==> src/rtl/gshare_spec_predictor_pkg.sv <==
// Shared types and helpers for the gshare predictor: FSM states, index and
// history-shift functions, default counter init value.
package gshare_pkg;

  typedef enum logic {GS_INIT = 1'b0, GS_READY = 1'b1} gs_state_e;

  // Weakly not-taken for 2-bit counters.
  localparam int GS_CTR_INIT = 1;

  // Shift history right by one, new outcome enters at bit hb-1 (the MSB).
  // Upper bits of h above hb are expected to be zero.
  function automatic logic [31:0] gs_hist_shift(logic [31:0] h, logic b, int unsigned hb);
    return (h >> 1) | (32'(b) << (hb - 1));
  endfunction

  // idx = pc[sel:1] ^ zero-extended history, masked to sel bits.
  function automatic logic [63:0] gs_index(logic [63:0] pc, logic [31:0] h, int unsigned sel);
    return ((pc >> 1) ^ 64'(h)) & ((64'd1 << sel) - 64'd1);
  endfunction

endpackage

==> src/rtl/gshare_spec_predictor_sat_counter.sv <==
// Saturating up/down counter next-value logic.
module sat_counter #(
  parameter int CTR_BITS = 2
) (
  input  logic [CTR_BITS-1:0] ctr_i,
  input  logic                taken_i,
  output logic [CTR_BITS-1:0] ctr_o
);

  localparam logic [CTR_BITS-1:0] CTR_MAX = '1;

  // Step toward the resolved direction, holding at either rail.
  always_comb begin
    ctr_o = ctr_i;
    if (taken_i && (ctr_i != CTR_MAX))
      ctr_o = ctr_i + 1'b1;
    else if (!taken_i && (ctr_i != '0))
      ctr_o = ctr_i - 1'b1;
  end

endmodule

==> src/rtl/gshare_spec_predictor.sv <==
// gshare direction predictor with speculative global history, multi-port
// in-cycle history chaining and a post-reset table init sweep.
// Optional macro GSHARE_BYPASS_EN: forward a same-cycle update to a
// prediction port reading the same entry.
import gshare_pkg::*;

module gshare_spec_predictor #(
  parameter int PC_BITS      = 32,
  parameter int HISTORY_BITS = 8,
  parameter int SIZE         = 1024,
  parameter int CTR_BITS     = 2,
  parameter int RD_PORTS     = 2,
  parameter int CTR_INIT     = GS_CTR_INIT
) (
  input  logic                                   clk,
  input  logic                                   rst_n,
  output logic                                   ready,
  input  logic [RD_PORTS-1:0][PC_BITS-1:0]       pc_in,
  input  logic [RD_PORTS-1:0]                    pred_valid_in,
  output logic [RD_PORTS-1:0]                    is_taken_out,
  output logic [RD_PORTS-1:0][HISTORY_BITS-1:0]  hist_out,
  input  logic                                   wr_en,
  input  logic [PC_BITS-1:0]                     orig_pc,
  input  logic [HISTORY_BITS-1:0]                upd_hist,
  input  logic                                   is_taken,
  input  logic                                   flush_valid,
  input  logic [HISTORY_BITS-1:0]                flush_hist,
  input  logic                                   flush_taken
);

  localparam int SEL_BITS = $clog2(SIZE);

  gs_state_e                state_q, state_d;
  logic [SEL_BITS-1:0]      sweep_q, sweep_d;
  logic [HISTORY_BITS-1:0]  spec_hist_q, spec_hist_d;
  logic [CTR_BITS-1:0]      table_q [SIZE];

  logic [SEL_BITS-1:0]      upd_idx;
  logic [CTR_BITS-1:0]      upd_cur, upd_next;
  logic                     upd_act;

  logic [HISTORY_BITS-1:0]  rd_hist;
  logic [SEL_BITS-1:0]      rd_idx;
  logic [CTR_BITS-1:0]      rd_ctr;
  logic                     rd_tk;

  assign ready   = (state_q == GS_READY);
  assign upd_act = ready && wr_en;
  assign upd_idx = SEL_BITS'(gs_index(64'(orig_pc), 32'(upd_hist), SEL_BITS));
  assign upd_cur = table_q[upd_idx];

  // One counter step serves the table write and, when enabled, forwarding.
  sat_counter #(.CTR_BITS(CTR_BITS)) u_upd_ctr (
    .ctr_i   (upd_cur),
    .taken_i (is_taken),
    .ctr_o   (upd_next)
  );

  // Init sweep: one entry per cycle, then hand over to normal operation.
  always_comb begin
    state_d = state_q;
    sweep_d = sweep_q;
    if (state_q == GS_INIT) begin
      sweep_d = sweep_q + 1'b1;
      if (sweep_q == SEL_BITS'(SIZE - 1)) state_d = GS_READY;
    end
  end

  // FSM, sweep pointer and speculative history registers.
  always_ff @(posedge clk or negedge rst_n) begin
    if (!rst_n) begin
      state_q     <= GS_INIT;
      sweep_q     <= '0;
      spec_hist_q <= '0;
    end else begin
      state_q     <= state_d;
      sweep_q     <= sweep_d;
      spec_hist_q <= spec_hist_d;
    end
  end

  // Counter table: sweep writes during init, resolve updates afterwards.
  always_ff @(posedge clk) begin
    if (state_q == GS_INIT)
      table_q[sweep_q] <= CTR_BITS'(CTR_INIT);
    else if (wr_en)
      table_q[upd_idx] <= upd_next;
  end

  // Per-port reads, history chained through older ports, next spec history.
  always_comb begin
    rd_hist      = spec_hist_q;
    rd_idx       = '0;
    rd_ctr       = '0;
    rd_tk        = 1'b0;
    hist_out     = '0;
    is_taken_out = '0;
    for (int i = 0; i < RD_PORTS; i++) begin
      hist_out[i] = rd_hist;
      rd_idx = SEL_BITS'(gs_index(64'(pc_in[i]), 32'(rd_hist), SEL_BITS));
      rd_ctr = table_q[rd_idx];
`ifdef GSHARE_BYPASS_EN
      if (upd_act && (rd_idx == upd_idx)) rd_ctr = upd_next;
`endif
      rd_tk = ready & rd_ctr[CTR_BITS-1];
      is_taken_out[i] = rd_tk;
      if (pred_valid_in[i])
        rd_hist = HISTORY_BITS'(gs_hist_shift(32'(rd_hist), rd_tk, HISTORY_BITS));
    end
    // Recovery wins over any predictions committed this cycle.
    if (ready && flush_valid)
      spec_hist_d = HISTORY_BITS'(gs_hist_shift(32'(flush_hist), flush_taken, HISTORY_BITS));
    else
      spec_hist_d = rd_hist;
  end

endmodule

==> config.mk <==
export PLATFORM = sky130hd
export DESIGN_NAME = gshare_spec_predictor
export DESIGN_NICKNAME = d
export VERILOG_FILES = /design/src/rtl/gshare_spec_predictor_pkg.sv /design/src/rtl/gshare_spec_predictor_sat_counter.sv /design/src/rtl/gshare_spec_predictor.sv
export SDC_FILE = /design/constraint.sdc
export NUM_CORES = 2
export LEC_CHECK = 0
export CAP_MARGIN = 20
export CORE_MARGIN = 1
export CORE_UTILIZATION = 55
export CTS_BUF_LIST = sky130_fd_sc_hd__clkbuf_4 sky130_fd_sc_hd__clkbuf_8
export CTS_CLUSTER_SIZE = 40
export DETAILED_ROUTE_END_ITERATION = 16
export PLACE_DENSITY_LB_ADDON = 0.05
export SETUP_SLACK_MARGIN = 0.02
export SLEW_MARGIN = 20
export SYNTH_ARGS = -nofsm -noshare
export SYNTH_HDL_FRONTEND = slang
export SYNTH_SLANG_ARGS = --single-unit
==> constraint.sdc <==
create_clock -name clk -period 45 [get_ports clk]
set_clock_uncertainty 0.15 [all_clocks]
set_input_delay 11.25 -clock clk [delete_from_list [all_inputs] [get_ports clk]]
set_output_delay 11.25 -clock clk [all_outputs]
set_load 0.03 [all_outputs]
---- Yosys cells after proc, flatten, opt, wreduce, memory -nomap -nowiden ----
Memories as Yosys holds them, arrays and structs flattened.
Cells that the tools add are included.
storage, ports and cells
  memories ................................ 1
  bits in writable memories ............... 2,048
  bits in registers ....................... 19
memory list
  name     depth  bits a word  rd ports  clocked after Yosys merged registers in  write ports  line                         RTL
  table_q  1,024  2            3         0                                        1            gshare_spec_predictor.sv:36  logic [CTR_BITS-1:0] table_q [SIZE];
cells by class
  bitwise gates (word level) .............. 8
  reduce and logical (&&, ||, !) cells .... 6
  $add $sub $neg .......................... 3
  multiplexer cells ....................... 14
  equal/unequal tests ..................... 2
operator list
  operator                                          count
  XOR 10 x 8 -> 10 bit                              3
  2-to-1 mux 8 bit                                  3
  OR 7 x 8 -> 8 bit                                 3
  adder 10 x 1 -> 10 bit, second input constant     1
  equality test 10 bit, second input constant       1
  2-to-1 mux 10 bit                                 1
  2-to-1 mux 1 bit                                  7
  2-to-1 mux 2 bit                                  3
  logical AND 1 bit                                 3
  adder 2 x 1 -> 2 bit, second input constant       1
  bitwise AND 1 bit                                 2
  != test 2 bit, second input constant              1
  nonzero test 2 bit                                1
  OR reduction 2 bit                                1
  subtractor 2 x 1 -> 2 bit, second input constant  1
  zero test 1 bit                                   1

---- Logic depth before layout (Yosys ltp) ----
An unclocked memory read counts as a cell.
  word-level depth ........................ 11
  mapped depth ............................ 16

---- By module ----
A second synthesis with hierarchy kept.
unflattened totals
  cell total of the unflattened synthesis .. 5,855
  area, all modules ....................... 100,511.4 um^2
modules (own cells, without submodules)
  module                 cells an instance  seq. area each (um^2)  area an instance (um^2)  instances
  gshare_spec_predictor  5,848              61,974.4               100,451.3                1
  sat_counter            7                  0.0                    60.1                     1

---- Least setup slack after synthesis ----
Ideal clock, no wire load.
  path type ............................... in2reg
  start ................................... in upd_hist[0]
  end ..................................... mem table_q[0][1], data pin
  library setup time ...................... 4.981 ns
  setup slack ............................. 1.368 ns
  arrival time ............................ 38.501 ns
  stages .................................. 14
  buffers on the path ..................... 2
  path through ............................ xor2_1 clkbuf_1 buf_1 mux4_2 mux4_2 mux4_2 a22oi_1 nand2_1 a22oi_1 and2_1 ha_1 nor3_1 nor3_1 nor2_1
between the ends
  word-level cells in the longest chain between the ends .. 7
RTL lines
  what                                                               line                                     RTL
  from (decl)                                                        gshare_spec_predictor.sv:24              input logic [HISTORY_BITS-1:0] upd_hist,
  XOR 10 x 8 -> 10 bit *                                             gshare_spec_predictor_pkg.sv:18          return ((pc >> 1) ^ 64'(h)) & ((64'd1 << sel) - 64'd1);
  memory (1024 x 2 bit) *                                            n/a
  branches (longest 3 deep; another with subtractor 2 x 1 -> 2 bit)  n/a
  2-to-1 mux 2 bit *                                                 gshare_spec_predictor_sat_counter.sv:15  if (taken_i && (ctr_i != CTR_MAX))
  2-to-1 mux 2 bit (no source line) *                                n/a
  to (decl)                                                          gshare_spec_predictor.sv:36
Mark *: on every way between the ends.

---- Final worst setup path ----
  start ................................... in pc_in[2] in the netlist's numbering
  end ..................................... out is_taken_out[1]
between the ends
  word-level cells in the longest chain between the ends .. 8
RTL lines
  what                    line                             RTL
  from (decl)             gshare_spec_predictor.sv:18      input logic [RD_PORTS-1:0][PC_BITS-1:0] pc_in,
  XOR 10 x 8 -> 10 bit *  gshare_spec_predictor_pkg.sv:18
  memory (1024 x 2 bit)   n/a
  bitwise AND 1 bit *     gshare_spec_predictor.sv:105     rd_tk = ready & rd_ctr[CTR_BITS-1];
  OR 7 x 8 -> 8 bit *     gshare_spec_predictor_pkg.sv:13  return (h >> 1) | (32'(b) << (hb - 1));
  2-to-1 mux 8 bit *      gshare_spec_predictor.sv:107     if (pred_valid_in[i])
  XOR 10 x 8 -> 10 bit *  gshare_spec_predictor_pkg.sv:18
  memory (1024 x 2 bit)   n/a
  bitwise AND 1 bit *     gshare_spec_predictor.sv:105
  to (decl)               gshare_spec_predictor.sv:20      output logic [RD_PORTS-1:0] is_taken_out,
Mark *: on every way between the ends. The rest lies on a longest branch, timed or not.

==> run_results.csv <==
group,metric,value,unit
cts,clockBufferDepth,4,
cts,cts_buffers,358,
sta,drv_slew,0,
cts,cts_setup_buffers,0,
cts,hold_buffers,0,
setup_path,critPathMaxFanout,36,
yosys,ys_ff_latch,2067,
placed_design,post-place-ws,15.50,ns
yosys,synthDominantCellAreaShare,0.611,
power_and_ir_drop,power_density,40.3,nW/µm²
setup_path,crit_arrival,18.26,ns
cts,path_clk_slew,0.06,ns
yosys,syn_avg_cell_area,17.0,µm²
yosys,synth_nets,6027,
drt,avgViaCountPerCell,7.52,
setup_path,cp.required,33.60,ns
die,die-area,185000,µm²
final_layout,layout-drive-gt1-share,0.316,
sta,final.setup.tns,0,ns
yosys,yosysSeqAreaShare,0.616,
sta,tightest_slew,1.30,ns
job,cap_violations,0,
grt,antenna_found_initial,35,
drt,dr.pass1.iters,10,
die,die_w,430,µm
sta,clock.fmax,33.7,MHz
yosys,yosysTopAreaCell,"edfxtp_1",
drt,drc,0,
yosys,syn_area,101000,µm²
grt,grt_pass1_wl,496,mm
cts,clockRootBuffer,"clkbuf_8",
yosys,synth_edf_count,2048,
final_layout,syn_to_final_growth,10.4,%
sta,rsz0062_at_grt,"false",
drt,wl_per_cell,41.4,µm
placed_design,hpwl,207,mm
yosys,netlist_instances,5904,
cts,h-tree-depth,5,
setup_path,cpMaxStageDelayCell,"o311ai_1",
sta,hold_viol,0,
worst_hold_path,hp-class,"reg -> reg",
sta,period_needed,29.66,ns
final_layout,nNetsFinal,6113,
yosys,synthTopCellsByArea,"edfxtp_1, mux4_2, nor2_1",
setup_path,end_kind,"primary output",
final_layout,nFillCells,13500,
placed_design,io_buffers,71,
yosys,async_flop_share,0.00919,
final_layout,utilization,0.613,
cts,clk-insertion-delay-late,1.12,ns
die,die_h,430,µm
cts,cts_num_sinks,2067,
drt,drt_wl_total,358,mm
drt,ant_nets,0,
grt,grtUsageMet3,0.113,
setup_path,critPathMaxStageDelay,1.10,ns
grt,top_usage_layer,"met2",
placed_design,gp_congestion,0.954,
setup_path,path_cells,"clkdlybuf4s50_1, xor2_4, buf_4, buf_4, mux4_2, a22oi_1, a21oi_1, or4_1, o311ai_1, a221oi_1, o21ai_0, a21oi_1, a311oi_1, clkdlybuf4s50_1",
die,io_pins,139,
setup_path,crit_buf_inv,4,
sta,setup_ws,15.34,ns
sta,slew_headroom,0.120,
grt,grt_pass1_vias,62900,
yosys,ys_types,64,
grt,grt_util_met1,0.533,
grt,grt_remaining_overflow,0,
setup_path,cp-start-kind,"input port",
yosys,ys.flop_type,"edfxtp_1",
sta,setup_violations,0,
die,core.rowCount,156,
cts,cts.repair.resized,0,
cts,tritoncts,"yes",
grt,use_met2,0.579,
yosys,ys_warn_count,0,
status,status,"finished, final reports clean",
sta,period_share,0.659,
die,core,181000,µm²
die,start_util,0.555,
power_and_ir_drop,p_total,4.48,mW
grt,grt_max_degree,268,
drt,vias,65000,
power_and_ir_drop,vdd_drop_max,0.0000342,V
power_and_ir_drop,total_leakage_power,33.2,nW
drt,drtIter0Drc,11000,
setup_path,cp_top_family,"buffers and inverters",
setup_path,crit_type,"in -> out",
grt,grt_use_total,0.391,
## final timing paths
path / from / slack [ns] / endpoint / cells after the start
hold / removal: sweep_q[7] / 0.38 / sweep_q[7] / 1
setup / recovery: pc_in[2] / 15.34 / is_taken_out[1] / 14
min in group asynchronous: rst_n / 10.00 / spec_hist_q[0] / 1
max in group asynchronous: rst_n / 34.31 / sweep_q[3] / 1
hold reg to reg: sweep_q[7] / 0.38 / sweep_q[7] / 1
setup reg to reg: table_q[927][0] / 37.97 / table_q[570][1] / 16
## synthesized netlist by cell type, drive strengths merged (6+ instances only)
cell,instances
a2111oi,6
a211o,6
a211oi,8
a21oi,91
a22oi,138
a311oi,13
a31oi,22
a32oi,16
a41oi,8
and2,6
buf,200
clkbuf,335
dfrtp,19
edfxtp,2048
inv,16
mux2,6
mux2i,58
mux4,1151
nand2,306
nand3,79
nand4,27
nor2,1108
nor3,27
nor4,15
o211ai,11
o21ai,47
o22ai,12
o31ai,8
xnor2,34
xor2,19
## cell usage in the layout (no fill, tap or decap), drive strengths merged, types with 58 or more instances in the layout
cell type / synthesis / routed
a21oi: 91 / 91
clkinv: 0 / 131
nand3: 79 / 79
nor2: 1108 / 1108
clkdlybuf4s50: 0 / 70
mux2i: 58 / 58
mux4: 1151 / 1151
clkbuf: 335 / 469
edfxtp: 2048 / 2048
a22oi: 138 / 138
nand2: 306 / 306
buf: 200 / 190
## final cells by class
class                           count  area [µm²]  area share
Tap cell                         2370        2970      0.0267
Multi-Input combinational cell   3286       37000       0.333
Sequential cell                  2067       62000       0.558
Clock buffer                      468        5800      0.0522
Timing Repair Buffer              261        2420      0.0218
Inverter                           16        60.1    0.000540
Clock inverter                    145         817     0.00735
Antenna cell                       26        65.1    0.000585
## per-stage QoR
stage | hold slack (ns) | cells | area (µm²)
after global placement | 0.337 | 7994 | 104000
after global routing | 0.392 | 8618 | 111000
after floorplan | 0.313 | 5904 | 101000
final | 0.378 | 8639 | 111000
after detailed placement | 0.364 | 7994 | 104000
after CTS | 0.372 | 8607 | 111000
## report_power, final
group | switching [mW] | internal [mW]
Sequential | 0.00263 | 2.08
Combinational | 0.508 | 0.226
Clock | 0.783 | 0.875
## routing by layer
layer  routed length [µm]  vias up  share of wire
li1                     -    24400              -
met1               126000    34100           0.35
met2               162000     5370           0.45
met3                49600     1074           0.14
met4                21000       20          0.059
met5                  270        -        0.00075
## kinds of logic after synthesis
kind of cell / after synthesis / share of synthesized area
buffers and inverters: 551 / 0.0237
AND/OR/NAND/NOR: 1596 / 0.0629
multiplexers: 1215 / 0.264
adder cells (fa/ha/maj): 3 / 0.000373
XOR/XNOR: 53 / 0.00476
flip-flops: 2067 / 0.616
AO/OA/AOI/OAI: 419 / 0.0285
## registers in the layout, indices dropped and copies added, names as in the netlist
| signal | flops |
|---|---|
| table_q | 2048 |
| ready | 1 |
| sweep_q | 10 |
| spec_hist_q | 8 |
## worst register-to-register path, stage by stage, from the launching register on
cell      delay, ns
edfxtp_1       0.40
mux4_2         0.51
mux4_2         0.51
mux4_2         0.64
mux4_2         0.59
a22oi_1        0.19
nand2_1        0.14
inv_1          0.08
ha_1           0.16
nand2b_1       0.07
a21oi_1        0.15
nor3_1         0.09
nor2_4         0.13
buf_4          0.86
buf_12         0.46
buf_16         0.37
buf_6          1.10
No activity file was read; power rests on OpenSTA's default activity.
